File: config.mk
export PLATFORM = sky130hd
export DESIGN_NAME = servant_uart_rx_mon
export DESIGN_NICKNAME = d
export VERILOG_FILES = /design/src/rtl/servant_uart_rx_mon_pkg.sv /design/src/rtl/servant_sync2.sv /design/src/rtl/servant_uart_rx_mon.sv
export SDC_FILE = /design/constraint.sdc
export NUM_CORES = 1
export LEC_CHECK = 0
export ABC_AREA = 1
export CORE_ASPECT_RATIO = 1.1
export CORE_MARGIN = 3
export CORE_UTILIZATION = 51
export CTS_CLUSTER_DIAMETER = 40
export DETAILED_ROUTE_END_ITERATION = 7
export PLACE_DENSITY = 0.8
export RECOVER_POWER = 25
export SETUP_SLACK_MARGIN = 0.1
export SYNTH_ARGS = -nofsm -noshare
export SYNTH_HDL_FRONTEND = slang
export SYNTH_SLANG_ARGS = --single-unit
File: constraint.sdc
create_clock -name wb_clk -period 1.3 [get_ports wb_clk]
set_input_delay 0.195 -clock wb_clk [delete_from_list [all_inputs] [get_ports wb_clk]]
set_output_delay 0.195 -clock wb_clk [all_outputs]
set_load 0.02 [all_outputs]
File: src/rtl/servant_uart_rx_mon_pkg.sv
// Shared types and helpers for the servant UART receive monitor.
package servant_uart_rx_mon_pkg;

    localparam int unsigned FRAME_BITS = 8;
    localparam int unsigned IDX_W      = 3;

    typedef enum logic [2:0] {
        ST_IDLE,
        ST_START,
        ST_DATA,
        ST_STOP,
        ST_BREAK
    } rx_state_e;

    // Clocks per bit, rounded to nearest.
    function automatic int unsigned calc_div(input int unsigned clk_hz, input int unsigned baud);
        return (clk_hz + (baud / 2)) / baud;
    endfunction

endpackage

File: src/rtl/servant_sync2.sv
// Two-flop synchronizer resetting to the idle-high line level; bypassed when SYNC_EN=0.
module servant_sync2 #(
    parameter bit SYNC_EN = 1'b1
) (
    input  logic clk,
    input  logic rst,
    input  logic d,
    output logic q
);

    generate
        if (SYNC_EN) begin : g_sync
            logic meta_d, meta_q;
            logic sync_d, sync_q;

            always_comb begin
                meta_d = d;
                sync_d = meta_q;
            end

            always_ff @(posedge clk or posedge rst) begin
                if (rst) begin
                    meta_q <= 1'b1;
                    sync_q <= 1'b1;
                end else begin
                    meta_q <= meta_d;
                    sync_q <= sync_d;
                end
            end

            assign q = sync_q;
        end else begin : g_bypass
            assign q = d;
        end
    endgenerate

endmodule

File: src/rtl/servant_uart_rx_mon.sv
// 8N1 UART receiver tapping servant's serial output; decodes bytes into a valid/ready holding register.
module servant_uart_rx_mon
    import servant_uart_rx_mon_pkg::*;
#(
    parameter int unsigned CLK_HZ  = 32000000,
    parameter int unsigned BAUD    = 115200,
    parameter bit          SYNC_EN = 1'b1
) (
    input  logic                  wb_clk,
    input  logic                  wb_rst,
    input  logic                  i_rx,
    output logic [FRAME_BITS-1:0] o_data,
    output logic                  o_valid,
    input  logic                  i_ready,
    output logic                  o_frame_err,
    output logic                  o_overrun,
    input  logic                  i_ovr_clr,
    output logic                  o_busy
);

    localparam int unsigned DIV = calc_div(CLK_HZ, BAUD);
    localparam int unsigned BCW = $clog2(DIV);

    logic rx_s;

    rx_state_e             state_d, state_q;
    logic [BCW-1:0]        bit_cnt_d, bit_cnt_q;
    logic [IDX_W-1:0]      idx_d, idx_q;
    logic [FRAME_BITS-1:0] shreg_d, shreg_q;
    logic [FRAME_BITS-1:0] data_d, data_q;
    logic                  valid_d, valid_q;
    logic                  ferr_d, ferr_q;
    logic                  ovr_d, ovr_q;
    logic                  busy_d, busy_q;

    logic bit_last;
    logic bit_half;
    logic byte_done;
    logic pop;

    servant_sync2 #(
        .SYNC_EN (SYNC_EN)
    ) u_sync (
        .clk (wb_clk),
        .rst (wb_rst),
        .d   (i_rx),
        .q   (rx_s)
    );

    assign bit_last = (bit_cnt_q == BCW'(DIV - 1));
    assign bit_half = (bit_cnt_q == BCW'((DIV / 2) - 1));
    assign pop      = valid_q && i_ready;

    // Frame decoder: start qualification at half bit, data/stop sampled at end of each bit period.
    always_comb begin
        state_d   = state_q;
        bit_cnt_d = bit_cnt_q;
        idx_d     = idx_q;
        shreg_d   = shreg_q;
        byte_done = 1'b0;
        ferr_d    = 1'b0;

        unique case (state_q)
            ST_IDLE: begin
                bit_cnt_d = '0;
                if (!rx_s) begin
                    state_d = ST_START;
                end
            end
            ST_START: begin
                if (bit_half) begin
                    bit_cnt_d = '0;
                    idx_d     = '0;
                    state_d   = rx_s ? ST_IDLE : ST_DATA;
                end else begin
                    bit_cnt_d = bit_cnt_q + BCW'(1);
                end
            end
            ST_DATA: begin
                if (bit_last) begin
                    bit_cnt_d      = '0;
                    shreg_d[idx_q] = rx_s;
                    if (idx_q == IDX_W'(FRAME_BITS - 1)) begin
                        state_d = ST_STOP;
                    end else begin
                        idx_d = idx_q + IDX_W'(1);
                    end
                end else begin
                    bit_cnt_d = bit_cnt_q + BCW'(1);
                end
            end
            ST_STOP: begin
                if (bit_last) begin
                    bit_cnt_d = '0;
                    if (rx_s) begin
                        byte_done = 1'b1;
                        state_d   = ST_IDLE;
                    end else begin
                        ferr_d  = 1'b1;
                        state_d = ST_BREAK;
                    end
                end else begin
                    bit_cnt_d = bit_cnt_q + BCW'(1);
                end
            end
            ST_BREAK: begin
                bit_cnt_d = '0;
                if (rx_s) begin
                    state_d = ST_IDLE;
                end
            end
            default: begin
                state_d   = ST_IDLE;
                bit_cnt_d = '0;
            end
        endcase
    end

    // Holding register: a completed byte loads if the slot is empty or being popped this cycle.
    always_comb begin
        data_d  = data_q;
        valid_d = valid_q;
        ovr_d   = ovr_q;
        busy_d  = (state_d != ST_IDLE);

        if (pop) begin
            valid_d = 1'b0;
        end
        if (i_ovr_clr) begin
            ovr_d = 1'b0;
        end
        if (byte_done) begin
            if (!valid_q || pop) begin
                data_d  = shreg_q;
                valid_d = 1'b1;
            end else begin
                ovr_d = 1'b1;
            end
        end
    end

    always_ff @(posedge wb_clk or posedge wb_rst) begin
        if (wb_rst) begin
            state_q   <= ST_IDLE;
            bit_cnt_q <= '0;
            idx_q     <= '0;
            shreg_q   <= '0;
            data_q    <= '0;
            valid_q   <= 1'b0;
            ferr_q    <= 1'b0;
            ovr_q     <= 1'b0;
            busy_q    <= 1'b0;
        end else begin
            state_q   <= state_d;
            bit_cnt_q <= bit_cnt_d;
            idx_q     <= idx_d;
            shreg_q   <= shreg_d;
            data_q    <= data_d;
            valid_q   <= valid_d;
            ferr_q    <= ferr_d;
            ovr_q     <= ovr_d;
            busy_q    <= busy_d;
        end
    end

    assign o_data      = data_q;
    assign o_valid     = valid_q;
    assign o_frame_err = ferr_q;
    assign o_overrun   = ovr_q;
    assign o_busy      = busy_q;

endmodule

# --- After elaboration in Yosys (flattened, before gate mapping) ---
# Index checks and enable logic that the tools add are counted.
classes:
  multipliers: 0
  shift: 0
  add_sub_neg: 2
  n_bitwise: 0
  div: 0
  magnitude_cmp: 2
  reduce_logical: 11
  n_eq_ne: 10
  n_mux: 31
op_table:
  columns: ["cell", "count"]
  rows:
  - ["3-bit two-way mux", 10]
  - ["9-bit two-way mux", 2]
  - ["9-bit case mux with 2 select lines", 1]
  - ["3-bit case mux with 5 select lines", 1]
  - ["1-bit two-way mux", 13]
  - ["9-bit by 1-bit adder with 9-bit output, second input constant", 1]
  - ["9-bit by 8-bit equality test with 1-bit output, second input constant", 1]
  - ["9-bit equality test, second input constant", 1]
  - ["8-bit bitwise mux", 1]
  - ["3-bit by 2-bit equality test with 1-bit output, second input constant", 2]
  - ["3-bit equality test, second input constant", 2]
  - ["2-bit inequality test, second input constant", 3]
  - ["3-bit case mux with 2 select lines", 1]
  - ["3-bit by 4-bit less-than comparator with 1-bit output, second input constant", 1]
  - ["2-bit AND reduction", 2]
  - ["4-bit AND reduction", 1]
  - ["3-bit by 1-bit adder with 3-bit output, second input constant", 1]
  - ["1-bit demux with 3-bit select", 1]
  - ["3-bit by 1-bit equality test with 1-bit output, second input constant", 1]
  - ["3-bit by 1-bit greater-or-equal comparator with 1-bit output, second input constant", 1]
  - ["3-bit zero test", 1]
  - ["3-bit nonzero test", 1]
  - ["1-bit logical AND", 2]
  - ["2-bit two-way mux", 1]
  - ["other kinds (4)", 4]
totals:
  ff_bits: 37
  latch_bits: 0
  memories: 0
  output_inout_bits: 12
  mem_bits_ro: 0
  elab_cells: 67
  mem_bits_rw: 0

# --- Logic depth before layout (Yosys ltp) ---
# Gate-level depths: netlist of run 1.
logic_depth:
  word_depth: 5
  depth_mapped: 10
  depth_no_buf: 10

# --- By module ---
# Synthesis of run 1 repeated with hierarchy kept, for this count alone.
unflattened:
  cells_unflattened: 248
  area_unflattened_um2: 2034.5
modules_own_cells:
  columns: ["mod", "cells_each", "n_inst", "area_per_inst_um2"]
  rows:
  - ["servant_uart_rx_mon", 245, 1, 1978.1]
  - ["servant_sync2", 3, 1, 56.3]

# --- Worst setup path after synthesis of run 1 ---
# OpenSTA, ideal clock, no wires.
synth_timing:
  path_kind: "reg-to-reg"
  startpoint: "register bit_cnt_q[1]"
  endpoint: "register data_q[0], in the netlist o_data[0]"
  t_required_ns: 1.183
  setup_ns: 0.117
  path_stages_with_launch: 11
  period_less_slack_ns: 1.407
  n_path_buf: 1
  t_arrival_ns: 1.290
  path_slack_ns: -0.107
  path_cell_list: "dfrtp_1 -> inv_1 -> ha_1 -> nand2_2 -> nor2_4 -> nand2_2 -> clkinv_2 -> nand3_4 -> buf_6 -> nand2_2 -> o21ai_2"
synth_between:
  elab_chain_cells: 4
synth_lines:
  columns: ["item", "line", "rtl"]
  rows:
  - ["start: declaration", "servant_uart_rx_mon.sv:27", "logic [BCW-1:0] bit_cnt_d, bit_cnt_q;"]
  - ["start signal: assignment", "servant_uart_rx_mon.sv:155", "bit_cnt_q <= bit_cnt_d;"]
  - ["9-bit equality test", "servant_uart_rx_mon.sv:50", "assign bit_last = (bit_cnt_q == BCW'(DIV - 1));"]
  - ["1-bit two-way mux", "servant_uart_rx_mon.sv:93", "if (bit_last) begin"]
  - ["1-bit two-way mux", "servant_uart_rx_mon.sv:63", "unique case (state_q)"]
  - ["2-bit AND reduction (no line)", null, null]
  - ["end signal: assignment", "servant_uart_rx_mon.sv:158", "data_q <= data_d;"]
  - ["end: declaration", "servant_uart_rx_mon.sv:30", "logic [FRAME_BITS-1:0] data_d, data_q;"]
# Every way passes these cells.
# A chain may end at the register's enable or synchronous reset.

# --- Worst setup path in the final report of run 1 ---
layout_timing:
  startpoint: "register bit_cnt_q[8]"
  endpoint: "register bit_cnt_q[0]"
layout_between:
  elab_chain_cells: 3
  elab_cells_between_ends: 5
  classes_between: "eq/ne: 2; mux: 3"
layout_lines:
  columns: ["item", "line"]
  rows:
  - ["9-bit equality test or 9-bit by 8-bit equality test with 1-bit output (tied branches)", "servant_uart_rx_mon.sv:50, servant_uart_rx_mon.sv:51"]
  - ["9-bit two-way mux, on equally long branches", "servant_uart_rx_mon.sv:80, servant_uart_rx_mon.sv:93, servant_uart_rx_mon.sv:71"]
  - ["9-bit case mux with 2 select lines (*)", "servant_uart_rx_mon.sv:63"]
  - ["named net bit_cnt_d[0]", "servant_uart_rx_mon.sv:27"]
# Mark *: on every way through the listed nets, which the timed path passes. The rest lies on a longest branch.

==> results of run 1 <==
-- power groups by stage --
stage               clock network (mW)  logic, mW  registers (mW)
detailed placement                   0     0.0514            1.18
CTS                               1.19     0.0522            1.16
global placement                     0     0.0513            1.18
floorplan                            0     0.0232            1.18
global route                      1.26     0.0562            1.16
finish                            1.18     0.0506            1.16
-- state kept, by name, indices dropped and copies added, names as in the netlist --
signal,flops
bit_cnt_q,9
o_data,8
shreg_q,8
idx_q,3
state_q,3
o_busy,1
o_frame_err,1
o_overrun,1
o_valid,1
u_sync.g_sync.meta_q,1
u_sync.q,1
-- through the flow --
step	std cells	setup TNS, ns	instance area (sq um)
4_1_cts	352	-3.072	2756
3_5_place_dp	339	-3.691	2450
6_report	359	-5.013	2902
5_1_grt	359	-7.611	2902
3_3_place_gp	339	-2.549	2450
2_1_floorplan	241	-0.6433	1991
-- kinds of logic after synthesis --
group	after synthesis	synth area share, %
AND/OR/NAND/NOR	135	32.19
buffers and inverters	44	9.223
flip-flops	37	47.20
AO/OA/AOI/OAI	16	6.425
adder cells (fa/ha/maj)	5	3.181
XOR/XNOR	4	1.781
-- timing repair --
item,4_1_cts,5_1_grt
hold endpoints to repair,0,0
endpoints found under the setup margin,46,45
cloned,1,0
gates resized for setup,50,51
setup buffers,5,7
pin swaps,11,12
-- worst min-delay path by stage --
stage | slack (ns) | end | from
after floorplan | 0.20 | u_sync.g_sync.meta_q$_DFF_PP1_ | i_rx
after global placement | 0.35 | u_sync.q$_DFF_PP1_ | u_sync.g_sync.meta_q$_DFF_PP1_
after detailed placement | 0.35 | u_sync.q$_DFF_PP1_ | u_sync.g_sync.meta_q$_DFF_PP1_
after CTS | 0.23 | bit_cnt_q[8]$_DFF_PP0_ | wb_rst
after global routing | 0.37 | u_sync.q$_DFF_PP1_ | u_sync.g_sync.meta_q$_DFF_PP1_
final | 0.36 | u_sync.q$_DFF_PP1_ | u_sync.g_sync.meta_q$_DFF_PP1_
-- area by class of cell --
class | count | share of cell area (%)
Clock buffer | 5 | 2.372
Clock inverter | 3 | 2.242
Inverter | 40 | 5.433
Multi-Input combinational cell | 161 | 39.03
Sequential cell | 37 | 32.04
Tap cell | 50 | 2.156
Timing Repair Buffer | 63 | 16.73
-- routing by layer --
metal / global-route usage, % / wire length [um] / up-vias
met5: 0 / 0 / -
met4: 13.13 / 342 / 0
met3: 6.984 / 358 / 33
met2: 44.43 / 3149 / 96
met1: 26.96 / 2231 / 958
li1: - / - / 890
-- cell usage after synthesis --
library cell / n / share of area [%]
nand4_1: 8 / 2.5
nor2_1: 33 / 6.3
nor2_2: 4 / 1.3
and2_1: 2 / 0.64
o21ai_2: 8 / 3.6
buf_4: 2 / 0.76
o22ai_1: 1 / 0.32
inv_1: 36 / 6.9
buf_6: 1 / 0.57
ha_1: 5 / 3.2
nor2b_1: 2 / 0.64
nand3_2: 2 / 1.0
dfrtp_1: 35 / 45
inv_2: 3 / 0.57
o21ai_0: 1 / 0.25
nor3_1: 8 / 2.0
o21bai_1: 1 / 0.38
a31oi_1: 1 / 0.32
nor2_4: 1 / 0.57
a21oi_1: 2 / 0.51
dfstp_2: 2 / 2.7
o21ai_4: 1 / 0.83
nand3_1: 15 / 3.8
xor2_1: 4 / 1.8
clkinv_2: 1 / 0.25
nand2_2: 6 / 1.9
clkbuf_1: 1 / 0.19
nand2_1: 52 / 9.9
nand3_4: 1 / 0.89
nand4_2: 1 / 0.64
o21ai_1: 1 / 0.25
==> impl_metrics.toml, run 1 <==
[route]
ant_nets = 0
post-route-drc-count = 0
wl_per_cell_um = 16.94
viasPerCell = 5.507
wl_mm = 6.082
drt_first_pass_iters = 4
vias = 1977
drt_iter0_drc = 176

[setup_path]
rrSetupSlack_ns = -0.21
crit_path_cell_trace = "nor2_1, nand2_4, o21ai_4, nand3_4, and2_4"
worstSetupPathType = "flip-flop to flip-flop"
rr_startpoint = "bit_cnt_q[8]$_DFF_PP0_"
cpPeakStageDelay_ns = 0.46
critPathCapture = "bit_cnt_q[0]$_DFF_PP0_"
startpoint_type = "flip-flop"
critPathLaunch = "bit_cnt_q[8]$_DFF_PP0_"
cp_slowest_cell = "dfrtp_1"
r2r_cells = 5
end_kind = "flip-flop"
worst-path-stages = 5
cp_top_family = "simple AND/OR/NAND/NOR gates"
reg2reg_to = "bit_cnt_q[0]$_DFF_PP0_"
critical_path.max_fanout = 7
cp.arrival_ns = 1.70
critPathBufInv = 0
crit_required_ns = 1.49

[power]
total_power_mw = 2.392
power.switching_mw = 0.4574
power_switching_share_pct = 19.12
p_clk_share_pct = 49.5
seqPwrFrac_pct = 48.4
p_int_mw = 1.935
ir_drop_v = 0.0006716
power_density_nw_per_um2 = 824.5
power_leakage_nw = 1.440
combPwrFrac_pct = 2.1

[cells_and_area]
diodes = 0
final_common_cell = "buf_4"
fillerInstances = 228
drive_above_1_share_pct = 45.31
multiInputGateArea_sq_um = 1132
syn_to_final_growth_pct = 47.52
layout_common_cells = "41 x buf_4, 35 x nand2_1, 34 x dfrtp_1"
final_util_pct = 78.77
layout.nets = 318
regArea_sq_um = 929.6

[sta]
finalWorstSetupSlack_ns = -0.2134
setup_viol = 33
period_needed_ns = 1.513
finalHoldViolCount = 0
skew_ns = 0.01035
rsz0062_at_grt = "true"
fin_crit_sh_pct = 116.4
fmax_ghz = 0.6608
worst_pin_slew_ns = 0.9041
slew_headroom_pct = 39.73
whs_ns = 0.3586
drv_slew = 0

[cts]
cts_buffer_depth = 2
clock-sinks = 37
cts_root_buffer = "clkbuf_8"
htreeDepth = 2
path_clk_slew_ns = 0.08
ctsHoldBuffers = 0
cts_tree = "built"
numCtsBuffers = 5
clk_latency_ns = 0.30

[status]
failed_checks = "negative setup slack"
status = "finished with violations"

[place]
gp_congestion = 0.8435
dp_hpwl_mm = 3.121
dpl_worst_slack_ns = -0.1972
portBuffers = 16

[global_route]
antenna_found_initial = 0
grt_pass1_vias = 1947
grt_first_pass_wirelength_mm = 8.818
grt-ovfl-total = 0
grt_max_degree = 23
grt_usage_pct = 25.16

[floorplanning]
chipHeight_um = 71.13
die_w_um = 65.21
dieArea_sq_um = 4638
rows = 23
coreArea_sq_um = 3684
initial_core_util_pct = 53.40
num_io_pins = 17

[run]
maxCapViolCount = 0

[logic_synthesis]
synth_seq_area_share_pct = 47.20
avgSynthCellArea_sq_um = 8.161
syn_inst = 241
yosysUniqueCellTypes = 31
yosysWarnings = 0
synth.net_count = 251
ys_seq_elements = 37
syn_area_sq_um = 1967

[min_path]
hold_path.class = "flip-flop to flip-flop"
min_path_cells = 0
No activity file was read; power rests on OpenSTA's default activity.
==> run 2, diff against run 1 <==
CTS_CLUSTER_SIZE = 25   (was unset)
==> results of run 2 <==
Final layout, timing and power as in run 1 (identical DEF).
==> run 3, diff against run 2 <==
CORE_UTILIZATION = 52   (was 51)
CTS_BUF_LIST = sky130_fd_sc_hd__clkbuf_16   (was unset)
PLACE_DENSITY = 0.81   (was 0.8)
SYNTH_HIERARCHICAL = 1   (was unset)
==> impl_metrics.toml, run 3 <==
[sta]
finalWorstSetupSlack_ns = -0.1230
fin_crit_sh_pct = 109.5
rsz0062_at_grt = "true"
period_needed_ns = 1.423
setup_viol = 29
finalHoldViolCount = 0
skew_ns = 0.006080
drv_slew = 0
slew_headroom_pct = 47.95
worst_pin_slew_ns = 0.7807
fmax_ghz = 0.7028
totalNegativeSetupSlack_ns = -2.189

[global_route]
grt_usage_pct = 21.65
grt-ovfl-total = 0
grt_max_degree = 36
grt_first_pass_wirelength_mm = 7.734
grt_pass1_vias = 1754
antenna_found_initial = 0

[cells_and_area]
diodes = 0
largest_register_ffs = 9
drive_above_1_share_pct = 38.67
largest_register = "bit_cnt_q"
syn_to_final_growth_pct = 38.75
fillerInstances = 247
layout_common_cells = "36 x nand2_1, 34 x inv_1, 34 x dfrtp_1"
layout.nets = 309
final_util_pct = 76.04
final_common_cell = "nand2_1"

[floorplanning]
die_w_um = 65.64
initial_core_util_pct = 54.80
coreArea_sq_um = 3712
num_io_pins = 17
dieArea_sq_um = 4700
chipHeight_um = 71.60
rows = 23

[cts]
cts_root_buffer = "clkbuf_16"
path_clk_slew_ns = 0.05
clk_latency_ns = 0.28
htreeDepth = 2
cts_tree = "built"
clock-sinks = 37
cts_buffer_depth = 2
numCtsBuffers = 5

[setup_path]
rr_startpoint = "u_sync/q$_DFF_PP1_"
startpoint_type = "flip-flop"
crit_required_ns = 1.47
end_kind = "flip-flop"
critPathLaunch = "u_sync/q$_DFF_PP1_"
worstSetupPathType = "flip-flop to flip-flop"
critical_path.max_fanout = 8
cp.arrival_ns = 1.59

[status]
status = "finished with violations"
failed_checks = "negative setup slack"

[min_path]
worstHoldStart = "u_sync/g_sync.meta_q$_DFF_PP1_"
hold_path.class = "flip-flop to flip-flop"

[logic_synthesis]
avgSynthCellArea_sq_um = 8.203
synth.net_count = 258
yosysUniqueCellTypes = 26
synth_seq_area_share_pct = 45.63
synth_most_common_cell = "nand2_1"
syn_area_sq_um = 2034
synth_top_area_share_pct = 43.05
synthFlopType = "dfrtp_1"
syn_inst = 248
synthTopCellsByArea = "dfrtp_1 43%, nand2_1 9.6%, inv_1 6.6%, nor2_1 5.5%, nand3_1 3.9%"
ys_seq_elements = 37
synthArstFlopShare_pct = 100.0
synth_edf_count = 0
yosysWarnings = 6
yosysTopAreaCell = "dfrtp_1"
synth_common_cells = "52 x nand2_1, 36 x inv_1, 35 x dfrtp_1"

[route]
wl_mm = 4.605
drt_first_pass_iters = 5
post-route-drc-count = 0
ant_nets = 0
viasPerCell = 5.040
drt_iter0_drc = 86
vias = 1764
wl_per_cell_um = 13.16

[power]
power_leakage_nw = 1.357
power_density_nw_per_um2 = 827.3
ir_drop_v = 0.0005562

[place]
portBuffers = 16
gp_congestion = 0.8058
dp_hpwl_mm = 2.903

[run]
maxCapViolCount = 0
==> run 3: cell types whose count changed in the layout (fill, tap and decap cells not counted), moves of 5 or more <==
cell | previous run | this run
buf_4 | 41 | 27
clkbuf_2 | 8 | 0
clkbuf_8 | 5 | 0
dlygate4sd2_1 | 2 | 7
clkbuf_16 | 0 | 5
a21oi_2 | 0 | 6
==> run 3: critical path, stage by stage (launching register included) <==
cell and delay [ns]:
dfstp_2 0.55, inv_1 0.07, nor2_2 0.32, nand3_4 0.20
nand2_2 0.11, o21ai_2 0.06
==> run 3: cell families (layout without fill, tap and decap cells) <==
| kind of cell | Yosys count | after routing | share of synthesized area, % |
|---|---|---|---|
| AO/OA/AOI/OAI | 19 | 19 | 6.396 |
| flip-flops | 37 | 37 | 45.63 |
| buffers and inverters | 49 | 100 | 10.52 |
| XOR/XNOR | 6 | 6 | 2.583 |
| adder cells (fa/ha/maj) | 5 | 5 | 3.075 |
| AND/OR/NAND/NOR | 132 | 133 | 31.80 |
==> run 3: power by group <==
| part | internal [mW] | switching (mW) | leakage, nW | total, mW |
|---|---|---|---|---|
| sequential | 1.16 | 0.00202 | 0.488 | 1.16 |
| combinational | 0.0155 | 0.0314 | 0.794 | 0.0470 |
| clock | 0.694 | 0.433 | 0.0748 | 1.13 |
==> run 3: final timing paths <==
kind | depth (start not counted) | slack [ns] | endpoint
max | 5 | -0.12 | o_data[3]$_DFFE_PP0P_
min | 0 | 0.35 | u_sync/q$_DFF_PP1_
max reg2reg | 5 | -0.12 | o_data[3]$_DFFE_PP0P_
min reg2reg | 0 | 0.35 | u_sync/q$_DFF_PP1_
max in group asynchronous | 3 | 0.14 | bit_cnt_q[0]$_DFF_PP0_
min in group asynchronous | 2 | 0.39 | u_sync/q$_DFF_PP1_
==> run 3: per-stage QoR <==
stage | hold slack [ns] | cells | instance area, sq um | total power, mW | worst slack [ns]
finish | 0.3503 | 350 | 2823 | 2.335 | -0.1230
global route | 0.3616 | 350 | 2823 | 2.407 | -0.2336
CTS | 0.2609 | 349 | 2751 | 2.362 | -0.1095
detailed placement | 0.3497 | 338 | 2492 | 1.235 | -0.1753
global placement | 0.3462 | 338 | 2492 | 1.235 | -0.1238
floorplan | 0.1065 | 248 | 2086 | 1.203 | -0.03647
==> run 3: layout make-up <==
type | instances | area (sq um) | area share [%]
Clock buffer | 5 | 125.1 | 4.433
Clock inverter | 3 | 13.76 | 0.4876
Inverter | 43 | 171.4 | 6.073
Multi-Input combinational cell | 163 | 1101 | 39.01
Sequential cell | 37 | 929.6 | 32.93
Tap cell | 50 | 62.56 | 2.216
Timing Repair Buffer | 49 | 419.2 | 14.85
==> run 3: repair_timing <==
item,CTS,global route
buffers inserted,2,1
pin swaps,13,7
gates resized for setup,46,24
hold buffers,0,0
cloned,1,0
setup endpoints to repair,47,40
==> run 3: metal layers <==
layer  global-route usage [%]  wire length, um
met3                    4.702              158
met5                        0                0
met4                    11.98              139
met1                    23.54             1769
met2                    38.42             2537
